### src/rtl/adc_pkg.sv
// adc_pkg: shared state encoding, defaults and LFSR constants for the ADC responder
package adc_pkg;
    typedef enum logic [2:0] {IDLE, CONVERT, READY, SHIFT, DONE} state_t;
    localparam int DATA_W_DEF = 12;
    localparam int CONV_CYCLES_DEF = 150;
    localparam logic [15:0] LFSR_SEED = 16'hACE1;
    // Galois (right-shift) form of x^16 + x^14 + x^13 + x^11 + 1
    localparam logic [15:0] LFSR_TAPS = 16'hB400;
    function automatic logic [15:0] lfsr_next(input logic [15:0] s);
        return s[0] ? ((s >> 1) ^ LFSR_TAPS) : (s >> 1);
    endfunction
endpackage

### src/rtl/adc_shift_chan.sv
// adc_shift_chan: one channel's conversion latch (with UB coding) and MSB-first shift register
//   clk, rst_n : clock, async active-low reset
//   load       : capture value (coded per ub) into the latch
//   start      : copy latch into the shift register
//   shift      : advance the shift register by one bit
//   msb        : current serial bit
module adc_shift_chan
    import adc_pkg::*;
#(
    parameter int DATA_W = DATA_W_DEF
) (
    input  logic              clk,
    input  logic              rst_n,
    input  logic              load,
    input  logic              ub,
    input  logic              start,
    input  logic              shift,
    input  logic [DATA_W-1:0] value,
    output logic              msb
);
    localparam logic [DATA_W-1:0] MSB_MASK = {1'b1, {(DATA_W-1){1'b0}}};
    logic [DATA_W-1:0] lat_q, lat_d, sh_q, sh_d;
    always_comb begin
        lat_d = load ? (ub ? value ^ MSB_MASK : value) : lat_q;
        sh_d  = start ? lat_q : shift ? {sh_q[DATA_W-2:0], 1'b0} : sh_q;
    end
    always_ff @(posedge clk or negedge rst_n) begin
        if (!rst_n) begin
            lat_q <= '0;
            sh_q  <= '0;
        end else begin
            lat_q <= lat_d;
            sh_q  <= sh_d;
        end
    end
    assign msb = sh_q[DATA_W-1];
endmodule

### src/rtl/adc_responder.sv
// adc_responder: behavioural responder for a dual-channel serial ADC (convert, then shift MSB first)
//   CLOCK_50MHz, RESET_n           : clock, async active-low reset
//   ADC_CNVST/CS_N/SCLK/SEL/UB     : initiator controls, synchronized internally
//   ADC_SD, ADC_REFSEL             : accepted and ignored
//   ch0_a, ch1_a, ch0_b, ch1_b     : values reported for input sets A and B
//   ADC_OUT                        : serial data, bit 0 = channel 0, bit 1 = channel 1
//   conv_busy, abort_cnt           : converting flag, saturating aborted-read count
//   Define ADC_RESPONDER_NOISE_EN to add 2 LFSR noise bits to each latched value.
module adc_responder
    import adc_pkg::*;
#(
    parameter int DATA_W      = DATA_W_DEF,
    parameter int CONV_CYCLES = CONV_CYCLES_DEF
) (
    input  logic              CLOCK_50MHz,
    input  logic              RESET_n,
    input  logic              ADC_CNVST,
    input  logic              ADC_CS_N,
    input  logic              ADC_SCLK,
    input  logic              ADC_SEL,
    input  logic              ADC_UB,
    input  logic              ADC_SD,
    input  logic              ADC_REFSEL,
    output logic [1:0]        ADC_OUT,
    input  logic [DATA_W-1:0] ch0_a,
    input  logic [DATA_W-1:0] ch1_a,
    input  logic [DATA_W-1:0] ch0_b,
    input  logic [DATA_W-1:0] ch1_b,
    output logic              conv_busy,
    output logic [7:0]        abort_cnt
);
    localparam int CW = $clog2(CONV_CYCLES + 1);
    localparam int BW = $clog2(DATA_W + 1);
    // sync bit order: {ub, sel, sclk, cs_n, cnvst}; CS_N idles high
    localparam logic [4:0] SYNC_IDLE = 5'b00010;
    logic [4:0] s1_q, s1_d, s2_q, s2_d;
    logic [2:0] pv_q, pv_d;
    state_t state_q, state_d;
    logic [CW-1:0] cnt_q, cnt_d;
    logic [BW-1:0] bit_q, bit_d;
    logic [7:0] abort_q, abort_d;
    logic cnvst_rise, cs_fall, cs_rise, sclk_fall;
    logic load, start, shift, abort_inc, m0, m1;
    logic [DATA_W-1:0] val0, val1, in0, in1;
    logic unused_ok;
    assign unused_ok = ^{ADC_SD, ADC_REFSEL};
    assign cnvst_rise = s2_q[0] & ~pv_q[0];
    assign cs_fall    = ~s2_q[1] & pv_q[1];
    assign cs_rise    = s2_q[1] & ~pv_q[1];
    assign sclk_fall  = ~s2_q[2] & pv_q[2];
    assign val0 = s2_q[3] ? ch0_b : ch0_a;
    assign val1 = s2_q[3] ? ch1_b : ch1_a;
`ifdef ADC_RESPONDER_NOISE_EN
    logic [15:0] lfsr_q, lfsr_d;
    logic [DATA_W:0] sum0, sum1;
    always_comb begin
        lfsr_d = lfsr_next(lfsr_q);
        sum0   = {1'b0, val0} + {{(DATA_W-1){1'b0}}, lfsr_q[1:0]};
        sum1   = {1'b0, val1} + {{(DATA_W-1){1'b0}}, lfsr_q[1:0]};
        in0    = sum0[DATA_W] ? '1 : sum0[DATA_W-1:0];
        in1    = sum1[DATA_W] ? '1 : sum1[DATA_W-1:0];
    end
    always_ff @(posedge CLOCK_50MHz or negedge RESET_n) begin
        if (!RESET_n) lfsr_q <= LFSR_SEED;
        else lfsr_q <= lfsr_d;
    end
`else
    assign in0 = val0;
    assign in1 = val1;
`endif
    always_comb begin
        s1_d = {ADC_UB, ADC_SEL, ADC_SCLK, ADC_CS_N, ADC_CNVST};
        s2_d = s1_q;
        pv_d = s2_q[2:0];
    end
    always_comb begin
        state_d   = state_q;
        cnt_d     = cnt_q;
        bit_d     = bit_q;
        load      = 1'b0;
        start     = 1'b0;
        shift     = 1'b0;
        abort_inc = 1'b0;
        // a new conversion request wins in every state except CONVERT
        if (cnvst_rise && state_q != CONVERT) begin
            state_d   = CONVERT;
            cnt_d     = '0;
            load      = 1'b1;
            abort_inc = state_q == SHIFT;
        end else begin
            case (state_q)
                CONVERT: begin
                    cnt_d = cnt_q + CW'(1);
                    if (cnt_q == CW'(CONV_CYCLES - 1)) state_d = READY;
                end
                READY: if (cs_fall) begin
                    state_d = SHIFT;
                    start   = 1'b1;
                    bit_d   = '0;
                end
                SHIFT: if (cs_rise) begin
                    state_d   = IDLE;
                    abort_inc = 1'b1;
                end else if (sclk_fall) begin
                    shift = 1'b1;
                    bit_d = bit_q + BW'(1);
                    if (bit_q == BW'(DATA_W - 1)) state_d = DONE;
                end
                DONE: if (cs_rise) state_d = IDLE;
                default: ;
            endcase
        end
        abort_d = (abort_inc && abort_q != 8'hFF) ? abort_q + 8'd1 : abort_q;
    end
    always_ff @(posedge CLOCK_50MHz or negedge RESET_n) begin
        if (!RESET_n) begin
            s1_q    <= SYNC_IDLE;
            s2_q    <= SYNC_IDLE;
            pv_q    <= SYNC_IDLE[2:0];
            state_q <= IDLE;
            cnt_q   <= '0;
            bit_q   <= '0;
            abort_q <= '0;
        end else begin
            s1_q    <= s1_d;
            s2_q    <= s2_d;
            pv_q    <= pv_d;
            state_q <= state_d;
            cnt_q   <= cnt_d;
            bit_q   <= bit_d;
            abort_q <= abort_d;
        end
    end
    adc_shift_chan #(.DATA_W(DATA_W)) u_ch0 (
        .clk(CLOCK_50MHz), .rst_n(RESET_n), .load(load), .ub(s2_q[4]),
        .start(start), .shift(shift), .value(in0), .msb(m0)
    );
    adc_shift_chan #(.DATA_W(DATA_W)) u_ch1 (
        .clk(CLOCK_50MHz), .rst_n(RESET_n), .load(load), .ub(s2_q[4]),
        .start(start), .shift(shift), .value(in1), .msb(m1)
    );
    assign ADC_OUT   = state_q == SHIFT ? {m1, m0} : 2'b00;
    assign conv_busy = state_q == CONVERT;
    assign abort_cnt = abort_q;
endmodule

### config.mk
export PLATFORM = sky130hd
export DESIGN_NAME = adc_responder
export DESIGN_NICKNAME = d
export VERILOG_FILES = /design/src/rtl/adc_pkg.sv /design/src/rtl/adc_shift_chan.sv /design/src/rtl/adc_responder.sv
export SDC_FILE = /design/constraint.sdc
export NUM_CORES = 1
export LEC_CHECK = 0
export ABC_AREA = 1
export BUFFER_PORTS_ARGS = -buffer_cell sky130_fd_sc_hd__buf_2
export CAP_MARGIN = 20
export CELL_PAD_IN_SITES_DETAIL_PLACEMENT = 1
export CELL_PAD_IN_SITES_GLOBAL_PLACEMENT = 1
export CORE_ASPECT_RATIO = 1.1
export CORE_MARGIN = 2
export CORE_UTILIZATION = 40
export DETAILED_ROUTE_END_ITERATION = 12
export HOLD_SLACK_MARGIN = 0.02
export PLACE_DENSITY_LB_ADDON = 0.1
export SLEW_MARGIN = 30
export SYNTH_ARGS = -nofsm -noshare
export SYNTH_HDL_FRONTEND = slang
export SYNTH_SLANG_ARGS = --single-unit
### constraint.sdc
create_clock -name CLOCK_50MHz -period 3.1 [get_ports CLOCK_50MHz]
set_clock_uncertainty 0.05 [all_clocks]
set_input_delay 0.62 -clock CLOCK_50MHz [delete_from_list [all_inputs] [get_ports CLOCK_50MHz]]
set_output_delay 0.62 -clock CLOCK_50MHz [all_outputs]
set_load 0.02 [all_outputs]
## Word-level counts from Yosys, hierarchy flattened

Cells that the tools add are included.

- Add/subtract/negate cells: 3
- Equality and inequality tests: 16
- Mux-type cells: 34
- Bitwise operators: 11
- Reduce and logical (&&, ||, !) cells: 8

Operators by type and width:

| operator | count |
|---|---|
| $mux 12 | 8 |
| $mux 3 | 7 |
| $add 8x1->8 const B | 2 |
| $mux 8 | 2 |
| $mux 4 | 3 |
| $pmux 3 s4 | 1 |
| $mux 1 | 11 |
| $eq 8x8->1 const B | 1 |
| $ne 8x8->1 const B | 1 |
| $pmux 4 s2 | 1 |
| $not 1->1 | 7 |
| $eq 3x2->1 const B | 2 |
| $ne 2x2->1 const B | 3 |
| $ne 3x1->1 const B | 2 |
| $ne 3x3->1 const B | 2 |
| $reduce_and 6->1 | 1 |
| $reduce_bool 2->1 | 3 |
| $reduce_and 5->1 | 1 |
| $reduce_bool 5->1 | 1 |
| $add 4x1->4 const B | 1 |
| $and 1x1->1 | 4 |
| $eq 4x4->1 const B | 1 |
| $ne 4x3->1 const B | 1 |
| $ne 4x4->1 const B | 1 |
| other kinds (4) | 5 |

- Register bits after elaboration: 84
- Output and inout port bits: 11

## Logic depth before layout (Yosys ltp)

Gate-level depths: netlist of run 1.

- Word-level depth: 8
- Depth in mapped cells: 10
- Mapped depth without buffers: 10

## Modules after synthesis

Synthesis of run 1 repeated with hierarchy kept, for this count alone.

- Cell total of the unflattened synthesis: 526
- Area, all modules: 4,225.3 um^2

By module, submodules not included:

| module | instances | cells each | area each (um^2) |
|---|---|---|---|
| adc_shift_chan | 2 | 143 | 1,069.8 |
| adc_responder | 1 | 240 | 2,085.8 |

## Worst setup path after synthesis of run 1

Ideal clock, no wire load.

- Path type: reg2out
- Start point: register state_q[2]
- End point: output port ADC_OUT[0]
- Arrival time: 965 ps
- Data required time: 2,430 ps
- Slack: 1,465 ps
- Stages on the path, launching flop included: 4
- Cells stage by stage: dfrtp_1 > inv_2 > nand3_4 > nor2_1

- Word-level cells in the longest chain between the ends: 2

RTL lines:

| what | line | RTL |
|---|---|---|
| start, declared | adc_responder.sv:38 | `state_t state_q, state_d;` |
| start signal, assigned | adc_responder.sv:128 | `state_q <= state_d;` |
| $eq 3x2->1 | adc_responder.sv:142 | `assign ADC_OUT = state_q == SHIFT ? {m1, m0} : 2'b00;` |
| $mux 2 | adc_responder.sv:142 |  |
| end, declared | adc_responder.sv:24 | `output logic [1:0] ADC_OUT,` |

No other way between the ends.

## Worst setup path in the final report of run 1

- Start point: register state_q[2]
- End point: register u_ch1.sh_q[2]

- Word-level cells in the longest chain between the ends: 4
- Elaborated cells between the ends (all ways): 10
- Classes of those cells: eq/ne: 3; mux: 5; reduce/logical: 2

RTL lines:

| what | line | RTL |
|---|---|---|
| $eq 3x2->1 or $ne 3x1->1 (tied branches) | adc_responder.sv:91, adc_responder.sv:85 |  |
| $mux 1 or $logic_and 1x1->1 (tied branches) | adc_responder.sv:91, adc_responder.sv:85 |  |
| $mux 1 | adc_responder.sv:85 | `if (cnvst_rise && state_q != CONVERT) begin` |
| $mux 12 or $reduce_bool 2->1 (tied branches) | n/a |  |
| end signal, assigned | adc_shift_chan.sv:30 | `sh_q <= '0;` |
| end signal, assigned | adc_shift_chan.sv:33 | `sh_q <= sh_d;` |
| end, declared | adc_shift_chan.sv:22 | `logic [DATA_W-1:0] lat_q, lat_d, sh_q, sh_d;` |

Several ways; a longest one is shown, not always the timed one.
A chain may end at the register's enable or synchronous reset.

==> results by group, run 1 <==
Status
  • Outcome: completed

Clocking
  • Clock Path Buffers: 2
  • Cts hold-fix bufs: 0
  • Post-CTS Resized: 0
  • Clock root cell: clkbuf_16
  • Setup bufs post-CTS: 0
  • CTS buffer count: 9
  • Sink Count: 84
  • CTS tree: done
  • Clock-pin slew on the worst setup and hold paths: 0.06 ns
  • Worst-skew pair later-pin latency: 0.34 ns
  • H-tree depth: 3

Finish
  • Fill cells: 1266
  • Layout area overhead: 15.77%
  • # diodes: 0
  • Area of the multi-input gates: 0.001594 sq mm
  • Register area: 0.002106 sq mm
  • Layout Nets: 614
  • Fin cells: 681
  • Share of post-route cells with drive strength above 1: 18.64%

Timing
  • Fin crit period: 2.048 ns
  • Worst Tran Pin Value: 0.7639 ns
  • Setup TNS: 0 ns
  • Final Setup Violations: 0
  • Slew margin rel.: 49.07%
  • Period utilization: 66.06%
  • Fmax: 488.4 MHz
  • RSZ-0062 raised after global routing: false
  • Max-slew violation count: 0
  • Fin. Hold Viols: 0

Setup path
  • CP startpoint kind: flop
  • Crit-path max FO: 32
  • CP arrival: 2.22 ns
  • CP top delay family: simple AND/OR/NAND/NOR gates
  • CP bufs+invs: 2
  • Crit end category: flop
  • Critical path required time: 3.27 ns
  • CP Class: reg -> reg
  • Slowest-stage cell, CP: inv_2
  • Slowest cell delay on critical path: 0.46 ns
  • Crit-path cells: inv_2 -> nand3_2 -> nor2_2 -> nand2_2 -> inv_2 -> nand2_1 -> o211ai_1 -> nand2_1

Logic synthesis
  • Seq cells post-synth: 84
  • Main synth FF type: dfrtp_1
  • Net count after synthesis: 555
  • Cell Area, Synth: 0.004165 sq mm
  • Post-synth ARST share: 100.0%
  • Avg Inst Size Synth: 8.432 sq um
  • Synth warn: 0
  • Number of synthesized flops with an enable pin: 0
  • Post-synth top area share: 48.66%
  • Part of the Yosys area used for sequential elements: 50.56%
  • Yosys top cell by area: dfrtp_1
  • Cells after Synth: 494
  • Ranking of synthesized cells by area: dfrtp_1 (49%), nand2_1 (13%), inv_1 (7.0%)
  • Most common cell in the netlist: nand2_1
  • Unique masters post-synth: 32
  • Commonest cells post-synth: nand2_1 (141), dfrtp_1 (81), inv_1 (78), o21ai_0 (50), o211ai_1 (35)

Floorplanning
  • Die W: 101.3 microns
  • Initial core utilization: 40.65%
  • Die H: 111.0 microns
  • Num rows: 39
  • IO Pins: 68
  • CORE AREA: 0.01025 sq mm
  • Die area: 0.01125 sq mm

Place
  • PortBufs: 65
  • Dpl cells: 665
  • GPL Wtd Cong: 0.7603
  • HPWL Detailed: 5948 microns

Job
  • MaxCap Viol Count: 0

GRT
  • GR Overflow Total: 0
  • First-pass GRT wire length: 15420 microns
  • Largest net degree at the start of global routing: 83
  • Total track usage: 17.17%
  • Vias in the first global route: 3379
  • Initial antenna violation count: 0

Detailed routing
  • Iter 0 DRT Violations: 118
  • Final WL: 8645 microns
  • TritonRoute pass-1 iters: 4
  • Remaining antenna violation count: 0
  • Post-DR vias/cell: 4.871
  • Vias post-DR: 3317
  • DRC viols: 0
  • WL per Instance: 12.69 microns

Power
  • Leak Pwr: 2.484 nW
  • Worst IR Drop VDD: 0.3127 mV
  • Power Density: 803.6 mW/mm^2

Hold path
  • Hold crit path type: in -> async
-- registers in the layout, indices dropped and copies added, names as in the netlist, 4 cells and up --
register	flops
abort_cnt	8
bit_q	4
cnt_q	8
s1_q	5
s2_q	5
u_ch0.lat_q	12
u_ch0.sh_q	12
u_ch1.lat_q	12
u_ch1.sh_q	12
-- metrics by stage --
step | total power, W | hold WS, ns | util, % | setup slack, ns | cell area, sq um
floorplan | 0.002550 | 0.2744 | - | 1.465 | 4165
global placement | 0.002774 | 0.2818 | 44.05 | 1.149 | 4514
detailed placement | 0.002830 | 0.2895 | 44.09 | 1.103 | 4518
CTS | 0.003949 | 0.3040 | 47.06 | 1.011 | 4822
global route | 0.004190 | 0.3135 | 47.06 | 0.8550 | 4822
finish | 0.003875 | 0.2479 | 47.06 | 1.052 | 4822
-- area by class of cell --
class                           instances  area share [%]
Clock buffer                           11           5.034
Clock inverter                          5           1.271
Inverter                               82           6.435
Multi-Input combinational cell        308           33.06
Sequential cell                        84           43.67
Tap cell                              123           3.192
Timing Repair Buffer                   68           7.343
-- placed cells by master, fill, tap and decap left out, types with 2 or more instances in the layout --
cell,n
xnor2_1,7
o21bai_1,3
xor2_1,3
o21ai_2,2
o211ai_1,35
clkbuf_16,9
nor2_1,20
inv_2,3
nand3_4,2
ha_1,4
dfrtp_1,81
clkinvlp_4,3
inv_1,78
buf_4,3
nand2_1,141
a21oi_4,2
nor3_1,2
dfstp_2,3
o21ai_1,4
nand3_1,19
nor2_2,2
buf_2,64
a21oi_1,4
nand2_2,3
o21ai_0,50
-- cells by family (layout without fill, tap and decap cells) --
family / after synthesis / count (layout) / share of synthesized area (%)
DFF: 84 / 84 / 50.56
AOI/OAI and AO/OA: 101 / 101 / 15.17
adders and majority gates: 4 / 4 / 1.202
buffers and inverters: 102 / 166 / 11.17
and+or+nand+nor: 193 / 193 / 19.80
xor gates and xnor gates: 10 / 10 / 2.103
-- final timing paths --
kind	startpoint	to	slack, ns	cells after the start
min	RESET_n	cnt_q[4]	0.25	1
min reg2reg	s1_q[3]	s2_q[3]	0.30	0
max in group asynchronous	RESET_n	pv_q[1]	2.11	2
max	state_q[2]	u_ch1.sh_q[2]	1.05	8
max reg2reg	state_q[2]	u_ch1.sh_q[2]	1.05	8
min in group CLOCK_50MHz	s1_q[3]	s2_q[3]	0.30	0
-- power by group --
group / total [W] / switching, W / internal [W]
clock: 0.00109 / 0.000440 / 0.000647
combinational: 0.00116 / 0.000765 / 0.000396
sequential: 0.00163 / 0.000192 / 0.00143
total: 0.00388 / 0.00140 / 0.00248
-- per-layer routing --
metal | GRT usage, % | vias up | share of wire [%]
li1 | - | 1677 | -
met1 | 21.76 | 1582 | 47
met2 | 29.01 | 48 | 48
met3 | 3.279 | 10 | 2.8
met4 | 5.946 | 0 | 1.6
met5 | 0 | - | 0
-- worst register-to-register path, stage by stage (launching register included) --
cell	delay, ns
dfrtp_1	0.41
inv_2	0.15
nand3_2	0.14
nor2_2	0.13
nand2_2	0.20
inv_2	0.46
nand2_1	0.16
o211ai_1	0.16
nand2_1	0.07
Power figures use the tool's default switching activity.
==> run 2, diff against run 1 <==
--- a/config.mk
+++ b/config.mk
@@ -5,7 +5,7 @@
 export SDC_FILE = /design/constraint.sdc
 export NUM_CORES = 1
 export LEC_CHECK = 0
-export ABC_AREA = 1
+export ABC_AREA = 0
 export BUFFER_PORTS_ARGS = -buffer_cell sky130_fd_sc_hd__buf_2
 export CAP_MARGIN = 20
 export CELL_PAD_IN_SITES_DETAIL_PLACEMENT = 1
==> constraint.sdc (replaced) <==
create_clock -name CLOCK_50MHz -period 2.1 [get_ports CLOCK_50MHz]
set_clock_uncertainty 0.05 [all_clocks]
set_input_delay 0.42 -clock CLOCK_50MHz [delete_from_list [all_inputs] [get_ports CLOCK_50MHz]]
set_output_delay 0.42 -clock CLOCK_50MHz [all_outputs]
set_load 0.02 [all_outputs]
==> results by group, run 2 <==
Clocking
  • CTS tree: done
  • Clock root cell: clkbuf_8
  • Worst-skew pair later-pin latency: 0.36 ns (+0.02 ns)
  • Clock Path Buffers: 2 (unchanged)
  • Sink Count: 84 (unchanged)
  • Clock-pin slew on the worst setup and hold paths: 0.08 ns (+0.02 ns)
  • Post-CTS Resized: 0 (unchanged)
  • H-tree depth: 3 (unchanged)
  • CTS buffer count: 9 (unchanged)

Floorplanning
  • Die H: 106.8 microns (-3.8%)
  • Die W: 97.42 microns (-3.8%)
  • CORE AREA: 0.009351 sq mm (-8.7%)
  • Num rows: 37 (-5.1%)
  • Initial core utilization: 41.06% (+0.42 points)
  • Die area: 0.01040 sq mm (-7.5%)
  • IO Pins: 68 (unchanged)

Timing
  • Max-slew violation count: 0 (unchanged)
  • Period utilization: 93.74%
  • Worst Setup Slack, final: 0.1314 ns (-0.9208 ns)
  • Fmax: 508.0 MHz
  • Final hold slack: 0.1005 ns (-0.1474 ns)
  • RSZ-0062 raised after global routing: false
  • Setup TNS: 0 ns (unchanged)
  • Fin crit period: 1.969 ns
  • Slew margin rel.: 63.99% (+15 points)
  • Final Setup Violations: 0 (unchanged)
  • Worst Tran Pin Value: 0.5402 ns (-0.2237 ns)
  • Fin. Hold Viols: 0 (unchanged)

Logic synthesis
  • Ranking of synthesized cells by area: dfrtp_1 (53%), mux2i_1 (8.6%), nand2_1 (5.6%)
  • Synth warn: 0 (unchanged)
  • Unique masters post-synth: 48 (+50%)
  • Post-synth ARST share: 100.0% (unchanged)
  • Seq cells post-synth: 84 (unchanged)
  • Commonest cells post-synth: dfrtp_1 (81), nand2_1 (57), nor2_1 (44), mux2i_1 (33), a21oi_1 (24)
  • Cells after Synth: 371 (-25%)
  • Main synth FF type: dfrtp_1
  • Net count after synthesis: 432 (-22%)
  • Cell Area, Synth: 0.003840 sq mm (-7.8%)
  • Part of the Yosys area used for sequential elements: 54.84% (+4.3 points)
  • Post-synth top area share: 52.79% (+4.1 points)
  • Avg Inst Size Synth: 10.35 sq um (+23%)
  • Number of synthesized flops with an enable pin: 0 (unchanged)
  • Yosys top cell by area: dfrtp_1
  • Most common cell in the netlist: dfrtp_1

GRT
  • Total track usage: 16.44% (-0.73 points)
  • First-pass GRT wire length: 13680 microns (-11%)
  • GR Overflow Total: 0 (unchanged)
  • Largest net degree at the start of global routing: 45 (-46%)
  • Initial antenna violation count: 0 (unchanged)
  • Vias in the first global route: 2904 (-14%)

Finish
  • Layout area overhead: 17.89%
  • Final Core Density: 48.41% (+1.4 points)
  • Layout Nets: 501 (-18%)
  • # diodes: 0 (unchanged)
  • Post-route design area: 0.004527 sq mm (-6.1%)
  • Fill cells: 1072 (-15%)
  • Share of post-route cells with drive strength above 1: 23.60% (+5.0 points)
  • Highest-count cells in the layout ignoring fill and taps: dfrtp_1 (81), buf_2 (64), nand2_1 (57), nor2_1 (44), mux2i_1 (33)
  • Register area: 0.002106 sq mm (unchanged)
  • Area of the multi-input gates: 0.001608 sq mm (+0.86%)
  • Most common cell after layout, fill and taps aside: dfrtp_1

Status
  • Outcome: completed

Job
  • MaxCap Viol Count: 0 (unchanged)

Detailed routing
  • WL per Instance: 14.23 microns (+12%)
  • Vias post-DR: 2849 (-14%)
  • Met1 Wirelength: 3754 microns (-7.8%)
  • Final WL: 7996 microns (-7.5%)
  • Routed wl met3: 294 microns (+23%)
  • Post-DR vias/cell: 5.069 (+4.1%)
  • DR top layer: met4
  • Iter 0 DRT Violations: 36 (-69%)
  • DRC viols: 0 (unchanged)
  • Met2 routed WL: 3811 microns (-9.1%)
  • TritonRoute pass-1 iters: 4 (unchanged)
  • Remaining antenna violation count: 0 (unchanged)

Place
  • PortBufs: 65 (unchanged)
  • HPWL Detailed: 5674 microns (-4.6%)
  • Placed inst area: 0.004313 sq mm (-4.5%)
  • Setup WS pre-CTS: 0.1401 ns (-0.9626 ns)
  • GPL Wtd Cong: 0.7479 (-1.6%)

Setup path
  • Slack of the worst reg-to-reg path: 0.15 ns (-0.90 ns)
  • CP Class: reg -> out
  • Critical path required time: 1.63 ns (-1.64 ns)
  • Crit-path max FO: 14 (-56%)
  • CP arrival: 1.50 ns (-0.72 ns)
  • CP startpoint kind: flop
  • Crit end category: output port

Power
  • Worst IR Drop VDD: 0.4929 mV (+58%)
  • Leak Pwr: 2.106 nW (-15%)
  • Power Density: 1151 mW/mm^2 (+43%)

Hold path
  • Hold crit path type: in -> reg
[run 2: cell types whose count changed after synthesis, moves of 6 or more]
cell / before / now
nand2_1: 141 / 57
nor2_1: 20 / 44
inv_1: 78 / 1
buf_2: 0 / 8
o21ai_0: 50 / 13
nand3_1: 19 / 7
nand4_1: 0 / 6
a31oi_1: 0 / 15
mux2i_1: 0 / 33
o211ai_1: 35 / 2
a21oi_1: 4 / 24
[run 2: what timing repair did]
action	CTS	global route
setup buffers	0	0
hold buffers	1	0
endpoints found under the hold margin	24	0
[run 2: layer usage]
metal  track usage, %  vias up
li1                 -     1418
met1            21.23     1378
met2            26.55       42
met3            4.498       11
met4            6.250        0
met5                0        -
[run 2: critical path, cell delays in order, from the launching register on]
cell     delay, ns
dfrtp_1       0.58
nand2_2       0.22
inv_4         0.16
buf_2         0.18
[run 2: layout make-up]
cell class	count	area share, %
flip-flops and latches	84	46.52
multi-input cells	265	35.52
repair buffers	78	10.01
clock buffers	13	3.510
well taps	117	3.234
clock inverters	3	0.9950
inverters	2	0.2211
[run 2: per-stage QoR]
step | total power, W | instances
after global placement | 0.004006 | 545
after detailed placement | 0.004086 | 545
after CTS | 0.005304 | 562
after floorplan | 0.003634 | 371
after global routing | 0.005647 | 562
final | 0.005212 | 562
[run 2: cell families (layout without fill, tap and decap cells)]
logic type | after synthesis | in the layout | share of synthesized area (%)
simple gates | 143 | 143 | 17.63
xor+xnor | 11 | 11 | 2.509
compound gates | 71 | 71 | 10.95
flops | 84 | 84 | 54.84
mux | 36 | 36 | 9.482
fa+ha+maj | 4 | 4 | 1.303
buf+inv | 22 | 96 | 3.291
[run 2: final timing paths]
path | startpoint | end | cells after the start
setup reg to reg | state_q[1] | abort_cnt[1] | 4
min in group asynchronous | RESET_n | cnt_q[3] | 2
setup / recovery | state_q[0] | conv_busy | 3
hold / removal | ADC_CS_N | s1_q[1] | 1
hold reg to reg | s1_q[0] | s2_q[0] | 0
max in group asynchronous | RESET_n | pv_q[1] | 3
[run 2: where the power goes]
group / switching [W] / total (W) / internal (W)
Sequential: 0.000383 / 0.00252 / 0.00214
Clock: 0.000578 / 0.00119 / 0.000616
Combinational: 0.000843 / 0.00149 / 0.000652
Total: 0.00180 / 0.00521 / 0.00341
